`config.mk`:
```
export PLATFORM = sky130hd
export DESIGN_NAME = wb_cmd_sequencer
export DESIGN_NICKNAME = d
export VERILOG_FILES = /design/src/rtl/wb_cmd_sequencer.sv
export SDC_FILE = /design/constraint.sdc
export NUM_CORES = 1
export LEC_CHECK = 0
export CORE_MARGIN = 5
export CORE_UTILIZATION = 45
export CTS_BUF_LIST = sky130_fd_sc_hd__clkbuf_16
export CTS_CLUSTER_DIAMETER = 120
export DETAILED_ROUTE_END_ITERATION = 10
export PLACE_DENSITY = 0.74
export SLEW_MARGIN = 20
export SYNTH_ARGS = -nofsm -noshare
export SYNTH_HDL_FRONTEND = slang
export SYNTH_SLANG_ARGS = --single-unit
```
`constraint.sdc`:
```
create_clock -name clk_i -period 4.7 [get_ports clk_i]
set_clock_uncertainty 0.05 [all_clocks]
set_input_delay 0.47 -clock clk_i [delete_from_list [all_inputs] [get_ports clk_i]]
set_output_delay 0.47 -clock clk_i [all_outputs]
set_load 0.01 [all_outputs]
```
`src/rtl/wb_cmd_sequencer.sv`:
```
// -----------------------------------------------------------------------------
// wb_cmd_sequencer
//
// Wishbone bus master that drains a small queue of register commands (write,
// read, wait-for-interrupt) into a Wishbone slave. Each command produces
// exactly one response, in order, with read data and an error flag. A bounded
// wait on ack_i / irq_i aborts a stuck access and reports an error.
//
// Ports
//   clk_i, rst_i                 clock (posedge) and synchronous active-high reset
//   irq_i                        slave interrupt, level-sensitive
//   cmd_valid_i / cmd_ready_o    command handshake (ready = FIFO not full)
//   cmd_op_i                     00 write, 01 read, 10 wait-irq, 11 reserved
//   cmd_adr_i / cmd_dat_i        target address / write data
//   rsp_valid_o / rsp_ready_i    response handshake
//   rsp_dat_o / rsp_err_o        read data (0 for non-reads) / timeout-or-reserved flag
//   cyc_o, stb_o, we_o           Wishbone master controls (registered)
//   adr_o, dat_o                 Wishbone address / write data (registered)
//   dat_i, ack_i                 Wishbone read data / acknowledge
//   busy_o                       FSM active or commands still queued
// -----------------------------------------------------------------------------
module wb_cmd_sequencer #(
    parameter int ADDR_WIDTH = 32,
    parameter int DATA_WIDTH = 16,
    parameter int CMD_DEPTH  = 4,
    parameter int TIMEOUT    = 256
) (
    input  logic                  clk_i,
    input  logic                  rst_i,
    input  logic                  irq_i,

    input  logic                  cmd_valid_i,
    output logic                  cmd_ready_o,
    input  logic [1:0]            cmd_op_i,
    input  logic [ADDR_WIDTH-1:0] cmd_adr_i,
    input  logic [DATA_WIDTH-1:0] cmd_dat_i,

    output logic                  rsp_valid_o,
    input  logic                  rsp_ready_i,
    output logic [DATA_WIDTH-1:0] rsp_dat_o,
    output logic                  rsp_err_o,

    output logic                  cyc_o,
    output logic                  stb_o,
    output logic                  we_o,
    output logic [ADDR_WIDTH-1:0] adr_o,
    output logic [DATA_WIDTH-1:0] dat_o,
    input  logic [DATA_WIDTH-1:0] dat_i,
    input  logic                  ack_i,

    output logic                  busy_o
);

    localparam int PTR_W = $clog2(CMD_DEPTH);

    localparam logic [1:0] OP_WR  = 2'b00;
    localparam logic [1:0] OP_RD  = 2'b01;
    localparam logic [1:0] OP_IRQ = 2'b10;

    typedef struct packed {
        logic [1:0]            op;
        logic [ADDR_WIDTH-1:0] adr;
        logic [DATA_WIDTH-1:0] dat;
    } cmd_t;

    typedef enum logic [1:0] {
        S_IDLE,
        S_BUS,
        S_IRQW,
        S_RESP
    } state_t;

    state_t state;

    // -------------------------------------------------------------------------
    // Command FIFO. Pointers carry one extra wrap bit so full and empty are
    // distinguishable without a separate occupancy counter.
    // -------------------------------------------------------------------------
    cmd_t             mem [CMD_DEPTH];
    cmd_t             cmd_in;
    cmd_t             head;
    logic [PTR_W:0]   wr_ptr;
    logic [PTR_W:0]   rd_ptr;
    logic             empty;
    logic             full;
    logic             push;
    logic             pop;

    assign cmd_in.op  = cmd_op_i;
    assign cmd_in.adr = cmd_adr_i;
    assign cmd_in.dat = cmd_dat_i;

    assign empty = (wr_ptr == rd_ptr);
    assign full  = (wr_ptr[PTR_W] != rd_ptr[PTR_W]) &&
                   (wr_ptr[PTR_W-1:0] == rd_ptr[PTR_W-1:0]);

    assign cmd_ready_o = !full;
    assign push        = cmd_valid_i && !full;
    // The head is consumed only when the FSM is free to start it.
    assign pop         = (state == S_IDLE) && !empty;
    assign head        = mem[rd_ptr[PTR_W-1:0]];

    always_ff @(posedge clk_i) begin
        if (rst_i) begin
            wr_ptr <= '0;
            rd_ptr <= '0;
        end else begin
            if (push) wr_ptr <= wr_ptr + 1'b1;
            if (pop)  rd_ptr <= rd_ptr + 1'b1;
        end
    end

    // Storage needs no reset: the pointers alone define what is valid.
    always_ff @(posedge clk_i) begin
        if (push) mem[wr_ptr[PTR_W-1:0]] <= cmd_in;
    end

    // -------------------------------------------------------------------------
    // Wait timer. Runs only while waiting on ack_i or irq_i and is held at
    // zero everywhere else, so it is implicitly cleared on entry to a wait.
    // With TIMEOUT = 0 the timer disappears and waits are unbounded.
    // -------------------------------------------------------------------------
    logic tmo;

    generate
        if (TIMEOUT > 0) begin : g_timer
            localparam int TW = $clog2(TIMEOUT + 1);
            logic [TW-1:0] timer;

            always_ff @(posedge clk_i) begin
                if (rst_i || !((state == S_BUS) || (state == S_IRQW)))
                    timer <= '0;
                else
                    timer <= timer + 1'b1;
            end

            assign tmo = (timer == TW'(TIMEOUT - 1));
        end else begin : g_no_timer
            assign tmo = 1'b0;
        end
    endgenerate

    // -------------------------------------------------------------------------
    // Sequencer FSM with registered bus and response outputs.
    // BUS and IRQW always pass through RESP and IDLE before the next command,
    // which guarantees cyc_o is low for at least one cycle between transfers.
    // -------------------------------------------------------------------------
    always_ff @(posedge clk_i) begin
        if (rst_i) begin
            state       <= S_IDLE;
            cyc_o       <= 1'b0;
            stb_o       <= 1'b0;
            we_o        <= 1'b0;
            adr_o       <= '0;
            dat_o       <= '0;
            rsp_valid_o <= 1'b0;
            rsp_err_o   <= 1'b0;
            rsp_dat_o   <= '0;
        end else begin
            case (state)
                S_IDLE: begin
                    if (!empty) begin
                        adr_o     <= head.adr;
                        dat_o     <= head.dat;
                        rsp_dat_o <= '0;
                        rsp_err_o <= 1'b0;
                        case (head.op)
                            OP_WR: begin
                                cyc_o <= 1'b1;
                                stb_o <= 1'b1;
                                we_o  <= 1'b1;
                                state <= S_BUS;
                            end
                            OP_RD: begin
                                cyc_o <= 1'b1;
                                stb_o <= 1'b1;
                                we_o  <= 1'b0;
                                state <= S_BUS;
                            end
                            OP_IRQ: begin
                                we_o  <= 1'b0;
                                state <= S_IRQW;
                            end
                            default: begin
                                // Reserved opcode: answer immediately with an error.
                                we_o        <= 1'b0;
                                rsp_err_o   <= 1'b1;
                                rsp_valid_o <= 1'b1;
                                state       <= S_RESP;
                            end
                        endcase
                    end
                end

                S_BUS: begin
                    // An ack on the same edge as the timeout still completes the access.
                    if (ack_i) begin
                        cyc_o       <= 1'b0;
                        stb_o       <= 1'b0;
                        we_o        <= 1'b0;
                        rsp_dat_o   <= we_o ? '0 : dat_i;
                        rsp_err_o   <= 1'b0;
                        rsp_valid_o <= 1'b1;
                        state       <= S_RESP;
                    end else if (tmo) begin
                        cyc_o       <= 1'b0;
                        stb_o       <= 1'b0;
                        we_o        <= 1'b0;
                        rsp_dat_o   <= '0;
                        rsp_err_o   <= 1'b1;
                        rsp_valid_o <= 1'b1;
                        state       <= S_RESP;
                    end
                end

                S_IRQW: begin
                    if (irq_i) begin
                        rsp_dat_o   <= '0;
                        rsp_err_o   <= 1'b0;
                        rsp_valid_o <= 1'b1;
                        state       <= S_RESP;
                    end else if (tmo) begin
                        rsp_dat_o   <= '0;
                        rsp_err_o   <= 1'b1;
                        rsp_valid_o <= 1'b1;
                        state       <= S_RESP;
                    end
                end

                S_RESP: begin
                    // Hold the response until the consumer takes it; the FIFO
                    // keeps accepting commands meanwhile.
                    if (rsp_ready_i) begin
                        rsp_valid_o <= 1'b0;
                        state       <= S_IDLE;
                    end
                end

                default: begin
                    state <= S_IDLE;
                end
            endcase
        end
    end

    assign busy_o = (state != S_IDLE) || !empty;

endmodule
```
==> results.md <==
Run status:
- The flow ran to the end, and the final reports show no timing, DRC or antenna violations.

STA:
- Setup repair after global routing left no endpoint under its margin.
- The final number of max-transition violations is 0.
- The headroom to the max-slew limit is 36.4%.
- The setup TNS after final layout is 0 ns.
- The post-layout minimum cycle time is 3.26 ns.
- The number of failing setup endpoints in the final timing report is 0.
- The final clock period utilization by the worst path is 69.4%.
- The fmax is 307 MHz.
- The hold violation total from the final report is 0.
- The slew of the pin with the lowest slew margin is 0.953 ns.

Cells and area:
- The number of antenna diodes in the final layout is 0.
- The final layout net count is 884.
- The fraction of layout cells with a size suffix above 1 is 15.0%.
- Compared with the post-synthesis result, the final layout area differs by 25.2%.
- The filler cell count is 1804.

Global route:
- The initial antenna violation count is 0.
- The via count of the first global-routing pass came to 6139.
- Entering global routing, the biggest net connects 66 pins.
- The first global-routing pass estimated 33800 um of wire.
- The total track usage is 16.1%.
- Summed over all layers, the global routing overflow is 0.

Detailed routing:
- The total detailed-routing wirelength is 21300 um.
- The first detailed-routing pass took 5 iterations.
- The average via count per standard cell is 5.19.
- In the routed design, unresolved DRC markers number 0.
- The count of nets left with antenna violations once routing finished came out at 0.
- After detailed routing, the average wire length per cell comes to 18.7 um.
- The number of vias after detailed routing is 5924.
- The violation count after the first detailed-route iteration is 434.

Synth:
- During synthesis, Yosys emitted a total of 0 warnings.
- The fraction of the mapped netlist area in compound gates is 5.79%.
- The proportion of synthesized flip-flops having asynchronous set or reset is 0%.
- Synthesis inferred 287 register bits.
- In the synthesized netlist the dominant register cell turns out to be edfxtp_1.
- The total standard cell area after synthesis is 10600 um^2.
- The number of cells produced by synthesis is 651.
- The unique cell type count in the Yosys netlist is 43.
- Of the total synthesized cell area, the portion taken by XOR and XNOR cells is 1.37%.
- After Yosys synthesis, and, or, nand and nor cells account for 5.66% of the synthesized area.
- The multiplexer share of the synthesized area is 10.9%.
- The synthesized-area fraction occupied by adder cells is 1.41%.
- The count of flip-flops with a built-in enable after synthesis is 200.
- The largest family of logic cells by synthesized area is multiplexers.
- The average instance area after synthesis is 16.3 um^2.
- The number of nets produced by synthesis is 735.
- Of the synthesized area, sequential elements account for 73.0%.

Power and ir drop:
- For this design the ratio of total power to cell area is 551 nW/um^2.
- IR analysis of the VDD net gives a maximum drop of 221 uV.
- The leakage power figure is 4.41 nW.
- The total power draw is 7.32 mW.

Clocking:
- The maximum buffer depth of the clock tree is 3.
- In this run, post-CTS hold repair placed 0 buffers.
- The number of gates resized after CTS was 0.
- The clock latency of the later-clocked register in the worst-skew pair is 0.55 ns.
- Post-CTS timing repair inserted 0 buffers for setup.
- The number of clock sinks is 287.
- TritonCTS created 28 clock buffers.
- The clock edge transition at the registers on the reported setup and hold paths is 0.06 ns.
- The clock tree from TritonCTS is built.
- The cell chosen for the clock root is clkbuf_16.
- In this run the number of H-tree levels came out at 1.

Floorplan:
- The core region is 23300 um^2.
- The number of rows created at floorplan is 56.
- The height of the die is 164 um.
- The die covers 26800 um^2.
- For this design the top-level I/O count stands at 143.
- For this configuration, the core starts out at a cell density of 45.5%.
- The floorplan step set the die width to 164 um.

Critical path:
- The worst setup path is launched from a register.
- For the worst setup path, the data required time is 4.18 ns.
- For the worst setup path, the data arrival time is 2.74 ns.
- STA classifies the critical path endpoint as an output pin.
- The critical path is of the register to output pin type.
- The peak fanout along the critical path is 12.

Job:
- The count of max-cap constraint violations is 0.

Min path:
- The min-delay analysis places its worst path in the category register to register.

Placed design:
- The placer's final routability congestion estimate is 0.748.
- The number of input and output port buffers inserted is 142.
- Summed over all nets, the half-perimeter wirelength after detailed placement is 13600 um.
Yosys cell counts, types with 2 or more instances:
library cell  count  area share [%]
o31ai_1           2            0.14
edfxtp_1        200              57
xor2_1            6            0.50
or3_1             2            0.12
mux4_2           50              11
nand2_1         100             3.5
o21ai_0           5            0.24
buf_2             8            0.38
and2_1            3            0.18
dfxtp_1          87              16
buf_4             6            0.42
a22o_1           16             1.3
ha_1             12             1.4
o311ai_0          2            0.17
mux2i_1           3            0.28
nor2_1           18            0.64
a31o_2            2            0.17
nand2b_1          6            0.35
and3_1            4            0.24
xnor2_2           3            0.46
xnor2_1           5            0.41
nor4_1            3            0.18
inv_1            11            0.39
a21oi_1          58             2.7
clkbuf_1         19            0.67
nand3_1           3            0.14
registers in the layout, summed over array words and instances, names as in the netlist, named ones only:
register / cells
wr_ptr: 3
mem: 200
stb_o: 1
state: 2
rd_ptr: 3
rsp_dat_o: 16
dat_o: 16
rsp_valid_o: 1
adr_o: 32
we_o: 1
rsp_err_o: 1
g_timer.timer: 9
area by class of cell:
type	instances	area (um^2)	share of cell area [%]
Sequential cell	287	7750	58.3
Multi-Input combinational cell	319	2690	20.3
Timing Repair Buffer	153	1520	11.4
Clock buffer	30	751	5.65
Tap cell	319	399	3.00
Clock inverter	22	131	0.989
Inverter	11	41.3	0.311
cells in the final DEF, fill, tap and decap left out, types with 4 or more instances in the layout:
master,instances
a22o_1,16
xor2_1,6
buf_4,10
and3_1,4
ha_1,12
nand2_1,100
a21oi_1,58
o21ai_0,5
clkinv_2,13
clkdlybuf4s50_1,141
clkbuf_16,30
nor2_1,18
xnor2_1,5
clkinv_1,5
edfxtp_1,200
nand2b_1,6
dfxtp_1,85
mux4_2,50
inv_1,11
critical path: stages, from the launching register on:
cell and delay (ns):
dfxtp_1 0.35, inv_1 0.12, ha_1 0.45, inv_1 0.20, nor4_1 0.44, inv_1 0.14, clkdlybuf4s50_1 0.51
path summary, 6_finish.rpt:
kind,from,endpoint,slack (ns),depth (start not counted)
max,state[0],busy_o,1.44,6
min,g_timer.timer[0],g_timer.timer[0],0.40,1
max reg2reg,wr_ptr[1],mem[2][11],1.92,4
min reg2reg,g_timer.timer[0],g_timer.timer[0],0.40,1
power breakdown:
part | switching (mW) | internal (mW)
sequential | 0.233 | 3.01
clock | 0.933 | 1.16
combinational | 1.01 | 0.979
routing by layer:
layer / share of wire, % / wire [um] / track usage, %
met2: 49 / 10400 / 27.2
met3: 6.9 / 1470 / 2.90
met1: 43 / 9120 / 22.1
met4: 1.4 / 306 / 3.47
met5: 0 / 0 / 0
kinds of logic (layout without fill, tap and decap cells):
family                   after synthesis  after routing
buffers and inverters                 45            216
AO/OA/AOI/OAI                         97             97
flip-flops                           287            287
multiplexers                          53             53
AND/OR/NAND/NOR                      143            143
XOR/XNOR                              14             14
adder cells (fa/ha/maj)               12             12
through the flow:
| stage | hold slack, ns | area, um^2 | worst slack [ns] | utilization, % | instances |
|---|---|---|---|---|---|
| global placement | 0.380 | 12400 | 1.95 | 53.1 | 1088 |
| global route | 0.423 | 13300 | 1.30 | 56.9 | 1141 |
| CTS | 0.398 | 13300 | 1.44 | 56.8 | 1140 |
| detailed placement | 0.384 | 12400 | 1.88 | 53.1 | 1088 |
| floorplan | 0.363 | 10600 | 2.00 | - | 651 |
| finish | 0.397 | 13300 | 1.44 | 56.9 | 1141 |
(Power assumes the default switching activity.)
